<file path="src/rtl/spi_reg_pkg.sv">
// Shared types and widths for the SPI register front end.
// The SPI_ADDR_AUTO_INC_EN build option is handled in spi_reg_if.sv, not here.
package spi_reg_pkg;

  localparam int CMD_RW_BIT = 7;
  localparam int ADDR_W     = 7;
  localparam int DATA_W     = 8;

  typedef enum logic [1:0] {
    IDLE = 2'd0,
    CMD  = 2'd1,
    DATA = 2'd2,
    HOLD = 2'd3
  } state_t;

endpackage

</file>
<file path="src/rtl/spi_sync_edge.sv">
// Multi-flop synchronizer for one asynchronous input, with rise/fall pulses
// derived from the synchronized level. Pulses are one clk wide.
module spi_sync_edge #(
  parameter int SYNC_STAGES = 2
) (
  input  logic clk,
  input  logic reset,
  input  logic i_din,
  output logic o_level,
  output logic o_rise,
  output logic o_fall
);

  logic [SYNC_STAGES-1:0] r_sync;
  logic                   r_prev;

  always_ff @(posedge clk or posedge reset) begin
    if (reset) begin
      r_sync <= '0;
      r_prev <= 1'b0;
    end else begin
      r_sync <= {r_sync[SYNC_STAGES-2:0], i_din};
      r_prev <= r_sync[SYNC_STAGES-1];
    end
  end

  assign o_level = r_sync[SYNC_STAGES-1];
  assign o_rise  = r_sync[SYNC_STAGES-1] & ~r_prev;
  assign o_fall  = ~r_sync[SYNC_STAGES-1] & r_prev;

endmodule

</file>
<file path="src/rtl/spi_reg_if.sv">
// SPI mode-0 slave that turns command/data frames into per-register strobes.
// Optional macro SPI_ADDR_AUTO_INC_EN enables burst transfers with address auto-increment.
module spi_reg_if
  import spi_reg_pkg::*;
#(
  parameter int NUM_REGS    = 8,
  parameter int SYNC_STAGES = 2
) (
  input  logic                clk,
  input  logic                reset,
  input  logic                sck,
  input  logic                cs_n,
  input  logic                mosi,
  output logic                miso,
  output logic [NUM_REGS-1:0] wr_en,
  output logic [NUM_REGS-1:0] rd_en,
  output logic [DATA_W-1:0]   wr_data,
  input  logic [DATA_W-1:0]   rd_data
);

  logic w_sck_level, w_sck_rise, w_sck_fall;
  logic w_cs_high, w_cs_rise, w_cs_fall;
  logic w_mosi, w_mosi_rise, w_mosi_fall;
  logic w_unused;

  spi_sync_edge #(.SYNC_STAGES(SYNC_STAGES)) u_sync_sck (
    .clk(clk), .reset(reset), .i_din(sck),
    .o_level(w_sck_level), .o_rise(w_sck_rise), .o_fall(w_sck_fall)
  );

  spi_sync_edge #(.SYNC_STAGES(SYNC_STAGES)) u_sync_cs (
    .clk(clk), .reset(reset), .i_din(cs_n),
    .o_level(w_cs_high), .o_rise(w_cs_rise), .o_fall(w_cs_fall)
  );

  spi_sync_edge #(.SYNC_STAGES(SYNC_STAGES)) u_sync_mosi (
    .clk(clk), .reset(reset), .i_din(mosi),
    .o_level(w_mosi), .o_rise(w_mosi_rise), .o_fall(w_mosi_fall)
  );

  assign w_unused = ^{w_sck_level, w_cs_rise, w_mosi_rise, w_mosi_fall};

  state_t              r_state;
  logic [2:0]          r_bit_cnt;
  logic [DATA_W-1:0]   r_rx;
  logic [DATA_W-1:0]   r_tx;
  logic [ADDR_W-1:0]   r_addr;
  logic                r_rw;
  logic                r_cap;

  logic [DATA_W-1:0]   w_rx_next;
  logic [ADDR_W-1:0]   w_cmd_addr;
  logic                w_cmd_rw;
  logic [ADDR_W-1:0]   w_next_addr;
  logic [ADDR_W-1:0]   w_strobe_addr;
  logic [NUM_REGS-1:0] w_dec;
  logic [DATA_W-1:0]   w_rd_sample;

  assign w_rx_next   = {r_rx[DATA_W-2:0], w_mosi};
  assign w_cmd_addr  = w_rx_next[ADDR_W-1:0];
  assign w_cmd_rw    = w_rx_next[CMD_RW_BIT];
  assign w_next_addr = r_addr + ADDR_W'(1);
  assign w_rd_sample = (|rd_en) ? rd_data : '0;

  // In a burst read the strobe targets the register of the byte about to be shifted out.
`ifdef SPI_ADDR_AUTO_INC_EN
  assign w_strobe_addr = (r_state == CMD) ? w_cmd_addr : (r_rw ? w_next_addr : r_addr);
`else
  assign w_strobe_addr = (r_state == CMD) ? w_cmd_addr : r_addr;
`endif

  // Out-of-range addresses decode to all zeros, which suppresses every strobe.
  genvar gi;
  generate
    for (gi = 0; gi < NUM_REGS; gi++) begin : g_dec
      assign w_dec[gi] = (w_strobe_addr == ADDR_W'(gi));
    end
  endgenerate

  always_ff @(posedge clk or posedge reset) begin
    if (reset) begin
      r_state   <= IDLE;
      r_bit_cnt <= '0;
      r_rx      <= '0;
      r_tx      <= '0;
      r_addr    <= '0;
      r_rw      <= 1'b0;
      r_cap     <= 1'b0;
      miso      <= 1'b0;
      wr_en     <= '0;
      rd_en     <= '0;
      wr_data   <= '0;
    end else begin
      wr_en <= '0;
      rd_en <= '0;
      if (w_cs_high) begin
        r_state   <= IDLE;
        r_bit_cnt <= '0;
        r_tx      <= '0;
        r_cap     <= 1'b0;
        miso      <= 1'b0;
      end else begin
        case (r_state)
          IDLE: begin
            if (w_cs_fall) begin
              r_state   <= CMD;
              r_bit_cnt <= '0;
              r_rx      <= '0;
            end
          end
          CMD: begin
            if (w_sck_rise) begin
              r_rx      <= w_rx_next;
              r_bit_cnt <= r_bit_cnt + 3'd1;
              if (r_bit_cnt == 3'd7) begin
                r_addr  <= w_cmd_addr;
                r_rw    <= w_cmd_rw;
                r_state <= DATA;
                if (w_cmd_rw) begin
                  rd_en <= w_dec;
                  r_cap <= 1'b1;
                end
              end
            end
          end
          DATA: begin
            if (r_cap) begin
              r_cap <= 1'b0;
              r_tx  <= w_rd_sample;
              miso  <= w_rd_sample[DATA_W-1];
            end else if (w_sck_fall && r_bit_cnt != 3'd0) begin
              // The fall right after a byte boundary keeps bit 7 on the line.
              r_tx <= {r_tx[DATA_W-2:0], 1'b0};
              miso <= r_tx[DATA_W-2];
            end
            if (w_sck_rise) begin
              r_rx      <= w_rx_next;
              r_bit_cnt <= r_bit_cnt + 3'd1;
              if (r_bit_cnt == 3'd7) begin
                if (!r_rw) begin
                  wr_en <= w_dec;
                  if (|w_dec) wr_data <= w_rx_next;
                end
`ifdef SPI_ADDR_AUTO_INC_EN
                if (r_rw) begin
                  rd_en <= w_dec;
                  r_cap <= 1'b1;
                end
                r_addr <= w_next_addr;
`else
                r_state <= HOLD;
`endif
              end
            end
          end
          HOLD: begin
          end
          default: r_state <= IDLE;
        endcase
      end
    end
  end

endmodule

</file>
<file path="config.mk">
export PLATFORM = sky130hd
export DESIGN_NAME = spi_reg_if
export DESIGN_NICKNAME = d
export VERILOG_FILES = /design/src/rtl/spi_reg_pkg.sv /design/src/rtl/spi_sync_edge.sv /design/src/rtl/spi_reg_if.sv
export SDC_FILE = /design/constraint.sdc
export NUM_CORES = 1
export LEC_CHECK = 0
export CORE_ASPECT_RATIO = 0.6
export CORE_UTILIZATION = 45
export DETAILED_ROUTE_END_ITERATION = 12
export PLACE_DENSITY = 0.68
export SKIP_CTS_REPAIR_TIMING = 1
export SYNTH_ARGS = -nofsm -noshare
export SYNTH_HDL_FRONTEND = slang
export SYNTH_HIERARCHICAL = 1
export SYNTH_SLANG_ARGS = --single-unit
</file>
<file path="constraint.sdc">
create_clock -name clk -period 2.3 [get_ports clk]
set_input_delay 0.46 -clock clk [delete_from_list [all_inputs] [get_ports clk]]
set_output_delay 0.46 -clock clk [all_outputs]
set_load 0.01 [all_outputs]
</file>
==> impl_metrics.csv <==
group,metric,value,unit
drt,vias_per_cell,5.23,
sta,finalWorstPathRequiredPeriod,2.13,ns
drt,dr.first_iter.drc_count,81,
sta,fin_worst_skew,0.00880,ns
placed_design,detailed_place.area,0.00307,mm^2
drt,drt_pass1_iterations,4,
die,floorplan.initialDensity,48.6,%
drt,route.antenna.remaining_nets,0,
placed_design,place.port_buffers,37,
grt,grt_util_all_layers,19.6,%
sta,timing_worst_slew_pin_value,0.506,ns
placed_design,dp_worst_setup_slack,0.0710,ns
layout,instances_no_fill,345,
layout,design.final.nets,294,
grt,globalRoute.totalOverflow,0,
die,dieHeight,60.4,um
cts,htree_num_levels,3,
sta,achievable-frequency,470,MHz
setup_path,startpoint_to_endpoint_class_of_the_critical_path,"reg2reg",
cts,cts_buffers,9,
die,core_region_area,0.00526,mm^2
sta,slew_viol_final,0,
setup_path,worstSetupEndpointType,"register",
drt,drt-total-wl,5080,um
grt,grt_pass1_vias,1733,
synthesis,yosysWarnings,6,
cts,tritoncts_clock_tree,"done",
sta,setup_viol_count_final,0,
placed_design,place_hpwl,3540,um
drt,detailroute.via_count,1805,
synthesis,synth_nets,241,
setup_path,cp_data_arrival_time,2.35,ns
layout,final_cell_area,0.00329,mm^2
die,fp.dieArea,0.00599,mm^2
layout,drive_gt1_share,15.1,%
sta,period_share,92.6,%
cts,clkTransAtPathRegs,0.07,ns
sta,fin_ws,0.171,ns
die,std_cell_rows,20,
grt,global_route_wire_length_before_repair,8630,um
drt,avgRoutedWirePerCell,14.7,um
pwr,power.total,2.78,mW
setup_path,regToRegSetupSlack,0.17,ns
pwr,pwr_density_cell,843,mW/mm^2
cts,clkSinkCount,61,
layout,areaGrowthSynthToFinish,29.0,%
sta,setup_tns_after_final_layout,0,ns
grt,grt_start_max_net_pins,39,
sta,slew_headroom,66.2,%
die,io-pin-count,38,
drt,drc,0,
sta,number_of_hold_slack_violations_in_the_final_timing_report,0,
synthesis,synth_area,0.00255,mm^2
sta,rsz_0062_raised_after_global_routing,"false",
grt,initial_antenna_violation_count,0,
die,fp.dieW,99.3,um
flow_run,maxCapViolCount,0,
synthesis,post_synth.cell_area_avg,11.6,um^2
min_path,hold_path.class,"reg2reg",
layout,fillCellCount,415,
synthesis,postSynthCellCount,221,
pwr,power.leakage,1.55,nW
cts,cts-root-buf,"sky130_fd_sc_hd__clkbuf_8",
setup_path,critical_path.startpoint_type,"register",
placed_design,gpl.final_weighted_congestion,0.822,
setup_path,critPathRequiredTime,2.52,ns
outcome,run_status,"finished, final reports clean",
placed_design,numPlacedInstances,328,
cts,max-clock-path-buffers,2,
pwr,max-vdd-ir-drop,0.457,mV
cts,clock_latency,0.33,ns
layout,antenna-diode-count,0,
setup_path,critical_path_peak_fanout,16,
## final cells by class
cell class	count	area, um^2	share of cell area (%)
clock inverters	5	75.1	2.28
inverters	18	67.6	2.05
flip-flops and latches	61	1530	46.4
multi-input cells	135	925	28.1
well taps	66	82.6	2.51
repair buffers	49	485	14.7
clock buffers	11	131	3.99
## worst max-delay path: stages, from the launching register on
cell                      delay [ns]
sky130_fd_sc_hd__dfrtp_1        0.38
sky130_fd_sc_hd__inv_1          0.09
sky130_fd_sc_hd__ha_1           0.23
sky130_fd_sc_hd__or4_1          0.51
sky130_fd_sc_hd__o22ai_2        0.23
sky130_fd_sc_hd__nand4_4        0.13
sky130_fd_sc_hd__buf_12         0.17
sky130_fd_sc_hd__mux2_4         0.30
## metal layers
metal	global-route usage [%]	wire length [um]	vias up
met1	28.4	2650	864
met2	27.4	2080	54
met5	0	0	-
met4	6.30	42	0
li1	-	-	880
met3	7.49	310	7
## power by group
group          switching, mW  internal [mW]  leakage (nW)
sequential            0.0590           1.13         0.830
combinational          0.359          0.237         0.608
clock                  0.391          0.605         0.107
total                  0.809           1.97          1.55
## cells in the final DEF (no fill, tap or decap), types with 2 or more instances in the layout
cell type and instances:
sky130_fd_sc_hd__clkbuf_1 2, sky130_fd_sc_hd__a22o_1 2, sky130_fd_sc_hd__mux2_4 2, sky130_fd_sc_hd__nor3_1 13, sky130_fd_sc_hd__nor3b_1 4, sky130_fd_sc_hd__a221o_1 7, sky130_fd_sc_hd__buf_4 10, sky130_fd_sc_hd__a31oi_1 4
sky130_fd_sc_hd__clkbuf_8 9, sky130_fd_sc_hd__inv_1 17, sky130_fd_sc_hd__o21ai_0 18, sky130_fd_sc_hd__nand2_1 9, sky130_fd_sc_hd__mux2_2 9, sky130_fd_sc_hd__nor4b_1 2, sky130_fd_sc_hd__nor2b_1 2, sky130_fd_sc_hd__nand3_1 9
sky130_fd_sc_hd__and2_1 7, sky130_fd_sc_hd__nor2_1 16, sky130_fd_sc_hd__buf_12 2, sky130_fd_sc_hd__nand2b_1 4, sky130_fd_sc_hd__a21oi_1 4, sky130_fd_sc_hd__mux2i_1 2, sky130_fd_sc_hd__bufinv_16 2, sky130_fd_sc_hd__ha_1 7
sky130_fd_sc_hd__clkdlybuf4s50_1 37, sky130_fd_sc_hd__or4_1 3, sky130_fd_sc_hd__and2b_2 2, sky130_fd_sc_hd__a21o_1 2, sky130_fd_sc_hd__clkinv_2 3, sky130_fd_sc_hd__dfrtp_1 61
## stage by stage
step                hold slack [ns]  util, %
global route                  0.352     62.7
floorplan                     0.201        -
finish                        0.345     62.7
detailed placement            0.336     58.4
CTS                           0.349     62.3
global placement              0.333     58.4
## registers in the layout, summed over array words and instances (netlist names), 2 cells and up
register            cells
r_addr                  7
r_bit_cnt               3
r_rx                    7
r_state                 2
r_tx                    7
rd_en                   8
u_sync_cs/r_sync        2
u_sync_mosi/r_sync      2
u_sync_sck/r_sync       2
wr_data                 8
wr_en                   8
## worst paths after layout
check,start,to,depth (start not counted)
worst max-delay path,r_state[1],wr_data[0],7
worst min-delay path,u_sync_mosi/r_sync[0],u_sync_mosi/r_sync[1],0
worst max register to register,r_state[1],wr_data[0],7
worst min register to register,u_sync_mosi/r_sync[0],u_sync_mosi/r_sync[1],0
max in group asynchronous,reset,wr_data[7],3
min in group asynchronous,reset,u_sync_mosi/r_sync[1],2
Note: power is estimated with default switching activity, not from simulation.
